==> config.mk <==
export PLATFORM = sky130hd
export DESIGN_NAME = seq_shifter
export DESIGN_NICKNAME = d
export VERILOG_FILES = /design/src/rtl/shifter_pkg.sv /design/src/rtl/shift_step.sv /design/src/rtl/seq_shifter.sv
export SDC_FILE = /design/constraint.sdc
export NUM_CORES = 1
export LEC_CHECK = 0
export ABC_AREA = 1
export CAP_MARGIN = 20
export CORE_MARGIN = 10
export CORE_UTILIZATION = 45
export DETAILED_ROUTE_END_ITERATION = 8
export GPL_ROUTABILITY_DRIVEN = 0
export HOLD_SLACK_MARGIN = 0.05
export PLACE_DENSITY = 0.81
export SYNTH_ARGS = -nofsm -noshare
export SYNTH_HDL_FRONTEND = slang
export SYNTH_HIERARCHICAL = 1
export SYNTH_SLANG_ARGS = --single-unit
==> constraint.sdc <==
create_clock -name clk -period 2.55 [get_ports clk]
set_clock_uncertainty 0.1 [all_clocks]
set_input_delay 0.6375 -clock clk [delete_from_list [all_inputs] [get_ports clk]]
set_output_delay 0.6375 -clock clk [all_outputs]
set_load 0.005 [all_outputs]
==> src/rtl/shifter_pkg.sv <==
// rtl/shifter_pkg.sv - shared state, operation types and op decode for the shifters
package shifter_pkg;

    typedef enum logic [1:0] {IDLE, SHIFT, DONE} state_t;

    typedef enum logic [2:0] {SHL, SHRL, SHRA, ROTL, ROTR} shop_t;

    // Rotate wins over shift; the arithmetic flag only matters for right shifts.
    function automatic shop_t decode_op(input logic ar, input logic lr, input logic rot);
        if (rot) begin
            return lr ? ROTL : ROTR;
        end
        if (lr) begin
            return SHL;
        end
        return ar ? SHRA : SHRL;
    endfunction

endpackage

==> src/rtl/shift_step.sv <==
// rtl/shift_step.sv - single bit-position shift/rotate step
module shift_step
    import shifter_pkg::*;
#(
    parameter int WIDTH = 8
) (
    input  logic [WIDTH-1:0] d,
    input  shop_t            op,
    output logic [WIDTH-1:0] q
);

    always_comb begin
        q = d;
        case (op)
            SHL:     q = {d[WIDTH-2:0], 1'b0};
            SHRL:    q = {1'b0, d[WIDTH-1:1]};
            SHRA:    q = {d[WIDTH-1], d[WIDTH-1:1]};
            ROTL:    q = {d[WIDTH-2:0], d[WIDTH-1]};
            ROTR:    q = {d[0], d[WIDTH-1:1]};
            default: q = d;
        endcase
    end

endmodule

==> src/rtl/seq_shifter.sv <==
// rtl/seq_shifter.sv - multicycle shifter, one bit position per clock, valid/ready in and out
module seq_shifter
    import shifter_pkg::*;
#(
    parameter int WIDTH = 8,
    parameter int NW    = 4
) (
    input  logic             clk,
    input  logic             rst_n,
    input  logic             in_valid,
    output logic             in_ready,
    input  logic [WIDTH-1:0] in_data,
    input  logic [NW-1:0]    in_n,
    input  logic             in_ar,
    input  logic             in_lr,
    input  logic             in_rot,
    output logic             out_valid,
    input  logic             out_ready,
    output logic [WIDTH-1:0] out_data
);

    localparam logic [NW-1:0] W_N = NW'(WIDTH);

    state_t           state_q, state_d;
    shop_t            op_q;
    shop_t            accept_op;
    logic [WIDTH-1:0] data_q;
    logic [WIDTH-1:0] step_q;
    logic [NW-1:0]    count_q;
    logic [NW-1:0]    accept_count;

    assign accept_op = decode_op(in_ar, in_lr, in_rot);

    // Rotates wrap the amount; shifts saturate at WIDTH, which already empties or sign-fills the word.
    always_comb begin
        accept_count = in_n;
        if (in_rot) begin
            accept_count = in_n % W_N;
        end else if (in_n > W_N) begin
            accept_count = W_N;
        end
    end

    shift_step #(.WIDTH(WIDTH)) u_step (
        .d  (data_q),
        .op (op_q),
        .q  (step_q)
    );

    always_comb begin
        state_d = state_q;
        case (state_q)
            IDLE:    if (in_valid) state_d = (accept_count == '0) ? DONE : SHIFT;
            SHIFT:   if (count_q == NW'(1)) state_d = DONE;
            DONE:    if (out_ready) state_d = IDLE;
            default: state_d = IDLE;
        endcase
    end

    always_ff @(posedge clk or negedge rst_n) begin
        if (!rst_n) begin
            state_q <= IDLE;
            data_q  <= '0;
            count_q <= '0;
            op_q    <= SHRL;
        end else begin
            state_q <= state_d;
            if (state_q == IDLE && in_valid) begin
                data_q  <= in_data;
                count_q <= accept_count;
                op_q    <= accept_op;
            end else if (state_q == SHIFT) begin
                data_q  <= step_q;
                count_q <= count_q - 1'b1;
            end
        end
    end

    assign in_ready  = (state_q == IDLE);
    assign out_valid = (state_q == DONE);
    assign out_data  = data_q;

endmodule
==> qor_table.md <==
| Group | Result | This run |
|:---|:---|:---|
| status | Outcome | finished clean |
| synthesis | Dominant cell type by area after synthesis | dfrtp_1 |
| route | Number of vias per cell | 5.29 |
| clock tree | PostCTS Resize Cnt | 0 |
| timing | Unrepaired setup endpoints after global routing | false |
| route | DRT Wirelength | 3130 µm |
| floorplan | Number of primary I/O pins | 29 |
| route | WL per Instance | 13.1 µm |
| power and ir drop | Comb power frac | 60.3% |
| worst setup path | Crit Path Class | reg -> out |
| synthesis | Ranking of synthesized cells by area | dfrtp_1 (33%), nand2_1 (16%), nor2_1 (8.3%), inv_1 (6.8%), nand3_1 (4.9%) |
| clock tree | Number of buffers created by CTS | 3 |
| final layout | Fin cells | 239 |
| power and ir drop | Power share of the clock group | 7.4% |
| floorplan | Total Die Area | 0.00518 mm² |
| timing | Setup TNS after final layout | 0 ns |
| route | Routed Antenna Nets | 0 |
| power and ir drop | Leakage component of the power | 0.759 nW |
| timing | Min setup slack post-route | 0.277 ns |
| worst setup path | Cell with the biggest individual delay on the critical path | clkdlybuf4s50_1 |
| clock tree | Post-CTS Setup Inserts | 0 |
| power and ir drop | Net switching share of the total power | 49.0% |
| synthesis | Share of synthesized area occupied by flip-flops and latches | 35.1% |
| placed design | Post-DP HPWL | 2490 µm |
| final layout | Number of fill cells | 228 |
| power and ir drop | Internal power component | 0.000952 W |
| worst setup path | CP Data Required Time | 1.81 ns |
| final layout | Final-stage net count | 231 |
| floorplan | Die outline width | 72.0 µm |
| floorplan | Chip Height | 72.0 µm |
| worst setup path | Nature of the critical path startpoint | register |
| timing | Max frequency | 440 MHz |
| floorplan | Initial standard-cell utilization of the core | 48.2% |
| timing | Count of pins over their slew limit | 0 |
| timing | Count of endpoints failing setup in the final report | 0 |
| clock tree | H-tree levels | 1 |
| final layout | Area overhead of the layout relative to synthesis | 27.1% |
| timing | Final critical-path required period | 2.27 ns |
| worst setup path | Critical path endpoint category | output port |
| clock tree | Worst-case clock buffer depth | 2 |
| synthesis | Share of the synthesized area in the top cell type | 33.0% |
| timing | Max-slew headroom at the worst pin | 79.8% |
| route | Routed via count | 1264 |
| synthesis | Post-synth cell types | 21 |
| synthesis | Post-synthesis register bit count | 17 |
| timing | Worst hold-check slack | 0.446 ns |
| timing | Endpoints failing hold | 0 |
| timing | Crit share post-route | 89.2% |
| clock tree | Clock tree from TritonCTS | yes |
| worst setup path | Kind of cell with the highest combined delay on the critical path | buffers and inverters |
| worst setup path | Arrival time at the worst endpoint | 1.54 ns |
| synthesis | Area of the mapped netlist | 0.00121 mm² |
| clock tree | Clock root buffer master | clkbuf_4 |
| final layout | Total inserted antenna cells | 0 |
| clock tree | Register clock-pin slew on the reported worst setup and hold paths | 0.09 ns |
| global route | Antenna violations before repair | 0 |
| worst setup path | Number of buffer and inverter instances along the worst setup path | 2 |
| synthesis | Mean instance size in the synthesized netlist | 6.83 µm² |
| placed design | Count of input and output buffers | 28 |
| worst setup path | Critical path peak fanout | 3 |
| route | # DRC | 0 |
| worst setup path | Critical path's largest stage delay | 0.53 ns |
| run | MaxCap Viol Count | 0 |
| global route | Leftover overflow at the end of global routing | 0 |
| clock tree | Sink count of the clock tree | 17 |
| global route | GRT Overall Usage | 12.3% |
| power and ir drop | Power per unit of standard cell area | 1210 mW/mm² |
| power and ir drop | Sequential Power Share | 32.3% |
| floorplan | Standard-cell rows | 18 |
| route | Number of detailed-route iterations in the first pass | 4 |
| worst setup path | Worst path cell trace | inv_1, nor2_1, clkdlybuf4s50_1 |
| placed design | Pre-CTS setup slack | 0.516 ns |
| synthesis | Syn_nets | 199 |
| timing | Transition at the pin with the smallest max-transition slack | 0.303 ns |
| synthesis | Synth Warn # | 6 |
| floorplan | Core footprint | 0.00252 mm² |
| power and ir drop | Switching power | 0.000914 W |
| synthesis | Synthesized instance count | 178 |
| power and ir drop | Peak supply drop | 833 µV |
| clock tree | Later-pin clock latency in the skew report | 0.28 ns |
| placed design | # placed instances | 235 |
| clock tree | Count of hold buffers inserted by post-cts repair | 0 |
| global route | First-pass GRT wire length | 5360 µm |
| worst hold path | Class of the tightest hold or removal check | reg -> reg |
| global route | Maximum number of pins on one net before global-route repair | 18 |
| global route | Via count of the first global-routing pass | 1227 |
| route | Drt initial violations | 115 |
| final layout | Fraction of layout instances using a drive strength above 1 | 9.09% |
==> placed cells by master (no fill, tap or decap) <==
master / instances
nand2_1: 51
clkdlybuf4s50_1: 28
nor2_1: 27
inv_1: 22
dfrtp_1: 16
nand3_1: 12
a21oi_1: 10
o21ai_0: 8
nand4_1: 6
nor2_4: 4
nand2_4: 3
inv_2: 3
o21ai_1: 3
clkbuf_4: 3
a22oi_1: 2
ha_1: 2
nand3_2: 2
o21ai_4: 1
o31ai_1: 1
clkbuf_1: 1
dfstp_2: 1
buf_4: 1
o21ai_2: 1
nor3_1: 1
==> through the flow <==
stage	util [%]	total power [W]	area, µm²
finish	61.2	0.00187	1540
global route	61.2	0.00208	1540
floorplan	-	0.00134	1210
detailed placement	60.2	0.00172	1520
global placement	60.2	0.00167	1520
CTS	61.2	0.00187	1540
==> layout make-up <==
cell class | count | area [µm²] | share of cell area, %
Tap cell | 30 | 37.5 | 2.43
Multi-Input combinational cell | 134 | 672 | 43.5
Timing Repair Buffer | 29 | 288 | 18.6
Sequential cell | 17 | 427 | 27.6
Clock buffer | 4 | 26.3 | 1.70
Inverter | 25 | 93.8 | 6.08
==> registers in the layout, summed over array words and instances (netlist names) <==
| name | cells |
|---|---|
| out_data | 8 |
| state_q | 2 |
| count_q | 4 |
| op_q | 3 |
==> cells by family after synthesis <==
logic type / synth area share [%]
and+or+nand+nor: 40.7
buffers and inverters: 9.58
AOI/OAI and AO/OA: 12.6
adders and majority gates: 2.06
DFF: 35.1
==> power by group through the flow <==
stage                     logic (W)  clock network [W]  registers, W
after global routing        0.00130           0.000154      0.000630
after floorplan            0.000768                  0      0.000569
final                       0.00112           0.000139      0.000602
after CTS                   0.00113           0.000145      0.000597
after detailed placement    0.00112                  0      0.000602
after global placement      0.00107                  0      0.000597
==> routing by layer <==
layer	vias to the layer above	global-route usage [%]	routed length [µm]	part of all wire [%]
li1	637	-	-	-
met1	572	14.8	1340	43
met2	48	20.1	1530	49
met3	7	3.27	224	7.2
met4	0	5.16	39	1.2
met5	-	0	0	0
==> final timing paths <==
path / endpoint / slack [ns] / start / cells after the start
worst max-delay path: out_valid / 0.28 / state_q[1] / 3
worst min-delay path: count_q[3] / 0.45 / count_q[3] / 2
worst max register to register: out_data[1] / 0.86 / op_q[0] / 10
worst min register to register: count_q[3] / 0.45 / count_q[3] / 2
max in group asynchronous: op_q[0] / 1.54 / rst_n / 2
min in group asynchronous: state_q[0] / 0.56 / rst_n / 2
==> worst register-to-register path: stages (launching register included) <==
cell,delay [ns]
dfstp_2,0.64
nor2_4,0.08
nand2_4,0.10
nand2_4,0.08
nand2_1,0.08
nand2_1,0.06
nor2_1,0.11
inv_1,0.05
o21ai_0,0.16
o21ai_0,0.11
nand2_1,0.07
==> cell usage after synthesis (all sizes together) <==
master	instances
a21oi	10
nand2	54
buf	2
nand3	14
a22oi	2
o21ai	13
nor3	1
nor2	31
o31ai	1
ha	2
dfrtp	16
dfstp	1
nand4	6
inv	25
Power figures use the tool's default switching activity.
